**src/rtl/demux1_l1_pkg.sv**
```systemverilog
// Shared phy lane definitions used by the tx interleaver and the rx demux.
package demux1_l1_pkg;

  localparam int unsigned DATA_W_DEF = 8;
  localparam int unsigned LANES      = 2;
  localparam int unsigned LANE_W     = $clog2(LANES);

  typedef logic [LANE_W-1:0] lane_t;

  localparam lane_t LANE0 = lane_t'(0);
  localparam lane_t LANE1 = lane_t'(1);

endpackage

```
**src/rtl/demux1_l1_if.sv**
```systemverilog
// Serial input and recovered lane-pair bus of the rx lane demux.
interface demux1_l1_if #(
  parameter int unsigned DATA_W = 8,
  parameter int unsigned ERR_W  = 8
);

  logic [DATA_W-1:0] data_00;
  logic              valid_00;
  logic [DATA_W-1:0] data_0;
  logic [DATA_W-1:0] data_1;
  logic              valid_0;
  logic              valid_1;
  logic              pair_stb;
  logic [ERR_W-1:0]  err_cnt;

  // Upstream side: drives the interleaved stream, observes the pair.
  modport master (
    output data_00, valid_00,
    input  data_0, data_1, valid_0, valid_1, pair_stb, err_cnt
  );

  // Demux side: consumes the stream, produces the aligned pair.
  modport slave (
    input  data_00, valid_00,
    output data_0, data_1, valid_0, valid_1, pair_stb, err_cnt
  );

endinterface

```
**src/rtl/demux1_l1_sat_counter.sv**
```systemverilog
// Saturating up-counter for rx error statistics.
module demux1_l1_sat_counter #(
  parameter int unsigned ERR_W = 8
) (
  input  logic             clk,
  input  logic             rst,
  input  logic             i_inc,
  output logic [ERR_W-1:0] o_count
);

  logic [ERR_W-1:0] r_count;

  // Increment on request, sticking at all-ones instead of wrapping.
  always_ff @(posedge clk or posedge rst) begin
    if (rst) begin
      r_count <= '0;
    end else if (i_inc && (r_count != '1)) begin
      r_count <= r_count + ERR_W'(1);
    end
  end

  assign o_count = r_count;

endmodule

```
**src/rtl/demux1_l1.sv**
```systemverilog
// Rx 1:2 lane demux: splits the clk_2f interleaved stream into an aligned lane pair.
module demux1_l1
  import demux1_l1_pkg::*;
#(
  parameter int unsigned DATA_W = DATA_W_DEF,
  parameter int unsigned ERR_W  = 8
) (
  input  logic       clk_2f,
  input  logic       reset,
  demux1_l1_if.slave bus
);

  lane_t             r_sel;
  lane_t             w_sel_nxt;
  logic              w_slot1;
  logic [DATA_W-1:0] r_hold_data;
  logic              r_hold_valid;
  logic [DATA_W-1:0] r_data_0;
  logic [DATA_W-1:0] r_data_1;
  logic              r_valid_0;
  logic              r_valid_1;
  logic              r_pair_stb;
  logic              w_err_inc;
  logic [ERR_W-1:0]  w_err_cnt;

  // Next slot: alternate lanes every edge regardless of valid.
  always_comb begin
    w_sel_nxt = LANE0;
    if (r_sel == LANE0) begin
      w_sel_nxt = LANE1;
    end
  end

  assign w_slot1   = (r_sel == LANE1);
  assign w_err_inc = w_slot1 && (r_hold_valid ^ bus.valid_00);

  // Free-running slot selector; first edge after reset is lane 0.
  always_ff @(posedge clk_2f or posedge reset) begin
    if (reset) begin
      r_sel <= LANE0;
    end else begin
      r_sel <= w_sel_nxt;
    end
  end

  // Capture the lane 0 word until its lane 1 partner arrives.
  always_ff @(posedge clk_2f or posedge reset) begin
    if (reset) begin
      r_hold_data  <= '0;
      r_hold_valid <= 1'b0;
    end else if (!w_slot1) begin
      r_hold_valid <= bus.valid_00;
      if (bus.valid_00) begin
        r_hold_data <= bus.data_00;
      end
    end
  end

  // Publish the pair on lane 1 edges; invalid words never overwrite data.
  always_ff @(posedge clk_2f or posedge reset) begin
    if (reset) begin
      r_data_0   <= '0;
      r_data_1   <= '0;
      r_valid_0  <= 1'b0;
      r_valid_1  <= 1'b0;
      r_pair_stb <= 1'b0;
    end else if (w_slot1) begin
      r_valid_0  <= r_hold_valid;
      r_valid_1  <= bus.valid_00;
      r_pair_stb <= 1'b1;
      if (r_hold_valid) begin
        r_data_0 <= r_hold_data;
      end
      if (bus.valid_00) begin
        r_data_1 <= bus.data_00;
      end
    end else begin
      r_pair_stb <= 1'b0;
    end
  end

  // Count pairs where exactly one lane was valid.
  demux1_l1_sat_counter #(
    .ERR_W (ERR_W)
  ) u_err_cnt (
    .clk     (clk_2f),
    .rst     (reset),
    .i_inc   (w_err_inc),
    .o_count (w_err_cnt)
  );

  assign bus.data_0   = r_data_0;
  assign bus.data_1   = r_data_1;
  assign bus.valid_0  = r_valid_0;
  assign bus.valid_1  = r_valid_1;
  assign bus.pair_stb = r_pair_stb;
  assign bus.err_cnt  = w_err_cnt;

endmodule

```
**src/flat_wrapper.sv**
```systemverilog
// flat-port wrapper written by rule: the top's interface ports become plain ports
module demux1_l1_flat import demux1_l1_pkg::*;
#(
  parameter int unsigned DATA_W = DATA_W_DEF,
  parameter int unsigned ERR_W  = 8
)
  (clk_2f, reset, bus_data_00, bus_valid_00, bus_data_0, bus_data_1, bus_valid_0, bus_valid_1, bus_pair_stb, bus_err_cnt);
  demux1_l1_if #(.DATA_W(DATA_W), .ERR_W(ERR_W)) bus_i ();
  input  logic clk_2f;
  input  logic reset;
  input wire logic [$bits(bus_i.data_00)-1:0] bus_data_00;
  input wire logic [$bits(bus_i.valid_00)-1:0] bus_valid_00;
  output wire logic [$bits(bus_i.data_0)-1:0] bus_data_0;
  output wire logic [$bits(bus_i.data_1)-1:0] bus_data_1;
  output wire logic [$bits(bus_i.valid_0)-1:0] bus_valid_0;
  output wire logic [$bits(bus_i.valid_1)-1:0] bus_valid_1;
  output wire logic [$bits(bus_i.pair_stb)-1:0] bus_pair_stb;
  output wire logic [$bits(bus_i.err_cnt)-1:0] bus_err_cnt;
  assign bus_i.data_00 = bus_data_00;
  assign bus_i.valid_00 = bus_valid_00;
  assign bus_data_0 = bus_i.data_0;
  assign bus_data_1 = bus_i.data_1;
  assign bus_valid_0 = bus_i.valid_0;
  assign bus_valid_1 = bus_i.valid_1;
  assign bus_pair_stb = bus_i.pair_stb;
  assign bus_err_cnt = bus_i.err_cnt;
  demux1_l1 #(.DATA_W(DATA_W), .ERR_W(ERR_W)) u_core (.clk_2f(clk_2f), .reset(reset), .bus(bus_i));
endmodule
```
**config.mk**
```make
export PLATFORM = sky130hd
export DESIGN_NAME = demux1_l1_flat
export DESIGN_NICKNAME = d
export VERILOG_FILES = /design/src/rtl/demux1_l1_pkg.sv /design/src/rtl/demux1_l1_if.sv /design/src/rtl/demux1_l1_sat_counter.sv /design/src/rtl/demux1_l1.sv /design/src/flat_wrapper.sv
export SDC_FILE = /design/constraint.sdc
export NUM_CORES = 1
export LEC_CHECK = 0
export CAP_MARGIN = 20
export CORE_MARGIN = 2
export CORE_UTILIZATION = 30
export DETAILED_ROUTE_END_ITERATION = 8
export PLACE_DENSITY = 0.64
export SYNTH_ARGS = -nofsm -noshare
export SYNTH_HDL_FRONTEND = slang
export SYNTH_HIERARCHICAL = 1
export SYNTH_SLANG_ARGS = --single-unit
export TNS_END_PERCENT = 5
```
**constraint.sdc**
```tcl
create_clock -name clk_2f -period 3.97 [get_ports clk_2f]
set_input_delay 0.794 -clock clk_2f [delete_from_list [all_inputs] [get_ports clk_2f]]
set_output_delay 0.794 -clock clk_2f [all_outputs]
set_load 0.02 [all_outputs]
```
==> results.yml <==
final_layout:
  synthToLayoutAreaGrowth_pct: 36.3
  fin_nets: 160
  antennaDiodeCount: 0
  final_core_util_pct: 43.2
  final_layout_size_suffix_gt1_share_pct: 23.5
  stdcell_area_mm2: 0.00207
synthesis:
  synthFlopType: "dfrtp_1"
  yosys.area.top_type_share_pct: 61.1
  seq_area_frac_synth_pct: 61.1
  synth_edf_count: 0
  syn_area_mm2: 0.00152
  synth.area.top_cells: "dfrtp_1, mux2_2, mux2_4"
  synth.distinct_cells: 24
  yosysTopAreaCell: "dfrtp_1"
  synth_fp_nets: 116
  async_reset_ff_share_pct: 100
  synth_cells: 104
  synth_warnings: 6
  ys_ff_latch: 37
  syn_avg_cell_area_um2: 14.6
route:
  wl_per_cell_um: 13.9
  wl_met2_um: 1380
  drt.antenna.violating_nets: 0
  wl_um: 3000
  met3_wirelength_um: 236
  top_layer: "met4"
  drtIter0Drc: 45
  avgViaCountPerCell: 4.50
  drcViolationCount: 0
  dr.pass1.iters: 4
  wl_met1_um: 1340
  vias: 972
clock_tree:
  path_clk_slew_ns: 0.07
  worstSkewPairLatency_ns: 0.28
  post_cts_buffers: 0
  cts_tree: "built"
  root_buffer: "clkbuf_8"
  numCtsBuffers: 5
  cts_hold_buf: 0
  clock_sinks: 37
  htreeDepth: 2
  cts_resized: 0
  clock_path_buffers: 2
pwr:
  peakVddDrop_uv: 228
  finalPower_uw: 1060
  pwr_density_cell_mw_per_mm2: 512
  leakagePower_uw: 0.000885
global_route:
  grt_pass1_wl_um: 4910
  grt_remaining_overflow: 0
  grt_use_total_pct: 11.8
  grt_max_degree: 30
  antenna_found_initial: 0
  grt_pass1_vias: 1013
floorplanning:
  dieArea_mm2: 0.00564
  die_w_um: 75.1
  fp.dieH_um: 75.1
  fp-row-count: 25
  initial_core_util_pct: 31.7
  ioPinCount: 38
  core_mm2: 0.00479
sta:
  max_freq_ghz: 0.427
  setup_violations: 0
  worst_slew_pin_slew_ns: 0.697
  finalSetupTns_ns: 0
  finalHoldViolCount: 0
  maxSlewViolCount: 0
  grt_setup_unrepaired: "no"
  fin_crit_ns: 2.34
  fin_crit_sh_pct: 59.0
  clock_skew_ns: 0.00267
  max_slew_margin_pct: 53.5
setup_path:
  cp.required_ns: 4.13
  arrival_ns: 2.51
  crit_type: "input pin to flop"
  reg2regPathDepth: 5
  start_kind: "input pin"
  cp_max_fo: 7
  cp-end-kind: "flop"
placement:
  globalplace.congestion: 0.811
  hpwl_um: 2150
  port_buffers: 37
  placed_cell_area_mm2: 0.00196
flow_run:
  drv_cap: 0
min_path:
  hold_depth: 1
  hold_path.class: "flop to flop"
run_status:
  status: "completed"
cells in the mapped netlist (2+ instances only):
cell type	number
mux2_2	17
nor3_1	2
mux2_1	3
nand2_1	5
nand3_1	3
inv_1	5
nand2_2	2
o21bai_1	2
xnor2_1	2
dfrtp_1	37
mux2_4	8
nand4_1	3
nor2_1	3
o21ai_0	2
path summary, 6_finish.rpt:
kind	from	endpoint	slack, ns
worst max register to register	u_core/r_sel$_DFF_PP0_	u_core/u_err_cnt/o_count[7]$_DFFE_PP0P_	2.20
worst min register to register	u_core/bus.data_1[5]$_DFFE_PP0P_	u_core/bus.data_1[5]$_DFFE_PP0P_	0.51
worst min-delay path	u_core/bus.data_1[5]$_DFFE_PP0P_	u_core/bus.data_1[5]$_DFFE_PP0P_	0.51
worst max-delay path	bus_valid_00	u_core/u_err_cnt/o_count[7]$_DFFE_PP0P_	1.63
max in group asynchronous	reset	u_core/r_hold_data[3]$_DFFE_PP0P_	2.78
min in group asynchronous	reset	u_core/bus.pair_stb$_DFF_PP0_	0.78
registers in the layout (all words and copies together), names as in the netlist:
signal and flops:
u_core/r_sel 1, u_core/bus.data_0 8, u_core/u_err_cnt/o_count 8, u_core/bus.data_1 8, u_core/bus.pair_stb 1, u_core/bus.valid_0 1
u_core/r_hold_data 8, u_core/r_hold_valid 1, u_core/bus.valid_1 1
critical path, stage by stage:
cell and delay [ns]:
clkdlybuf4s50_1 0.47, xnor2_1 0.15, nor2_1 0.35, nand3_1 0.20, nor3_1 0.19, mux2_1 0.35
layout by cell type (no fill, tap or decap):
cell type         n
a21boi_1          1
a21oi_1           1
buf_16            1
clkbuf_1          3
clkbuf_8          5
clkdlybuf4s50_1  37
dfrtp_1          37
ha_1              1
inv_1             5
mux2_1            3
mux2_2           17
mux2_4            8
nand2_1           5
nand2_2           2
nand2b_1          1
nand3_1           3
nand4_1           3
nand4_4           1
nor2_1            3
nor3_1            2
o2111a_1          1
o21ai_0           2
o21ai_1           1
o21ai_2           1
o21bai_1          2
o31a_1            1
xnor2_1           2
per-layer routing:
metal / vias up / GRT usage (%)
met4: 0 / 4.17
met5: - / 0
li1: 455 / -
met2: 34 / 18.9
met1: 478 / 14.6
met3: 5 / 4.55
metrics by stage:
| stage | setup WS (ns) | std cells | hold WS, ns |
|---|---|---|---|
| floorplan | 2.02 | 104 | 0.467 |
| global placement | 1.41 | 207 | 0.489 |
| detailed placement | 1.36 | 207 | 0.494 |
| CTS | 1.66 | 215 | 0.509 |
| global route | 1.56 | 216 | 0.524 |
| finish | 1.63 | 216 | 0.505 |
cells by family after synthesis:
group,after synthesis,share of synthesized area [%]
AOI/OAI and AO/OA,10,4.70
muxes,28,22.8
DFF,37,61.1
and+or+nand+nor,20,7.51
buffers and inverters,6,1.98
xor gates and xnor gates,2,1.16
adders and majority gates,1,0.825
area by class of cell:
class                           instances  area [um^2]
Timing Repair Buffer                   38          398
Tap cell                               67         83.8
Multi-Input combinational cell         61          561
Fill cell                             436         2720
Inverter                                5         18.8
Sequential cell                        37          926
Clock buffer                            8         80.1
power by group:
group | switching, uW | internal (uW)
clock network | 120 | 125
registers | 73.3 | 436
logic | 142 | 162
total | 335 | 723
Power figures use the tool's default switching activity.
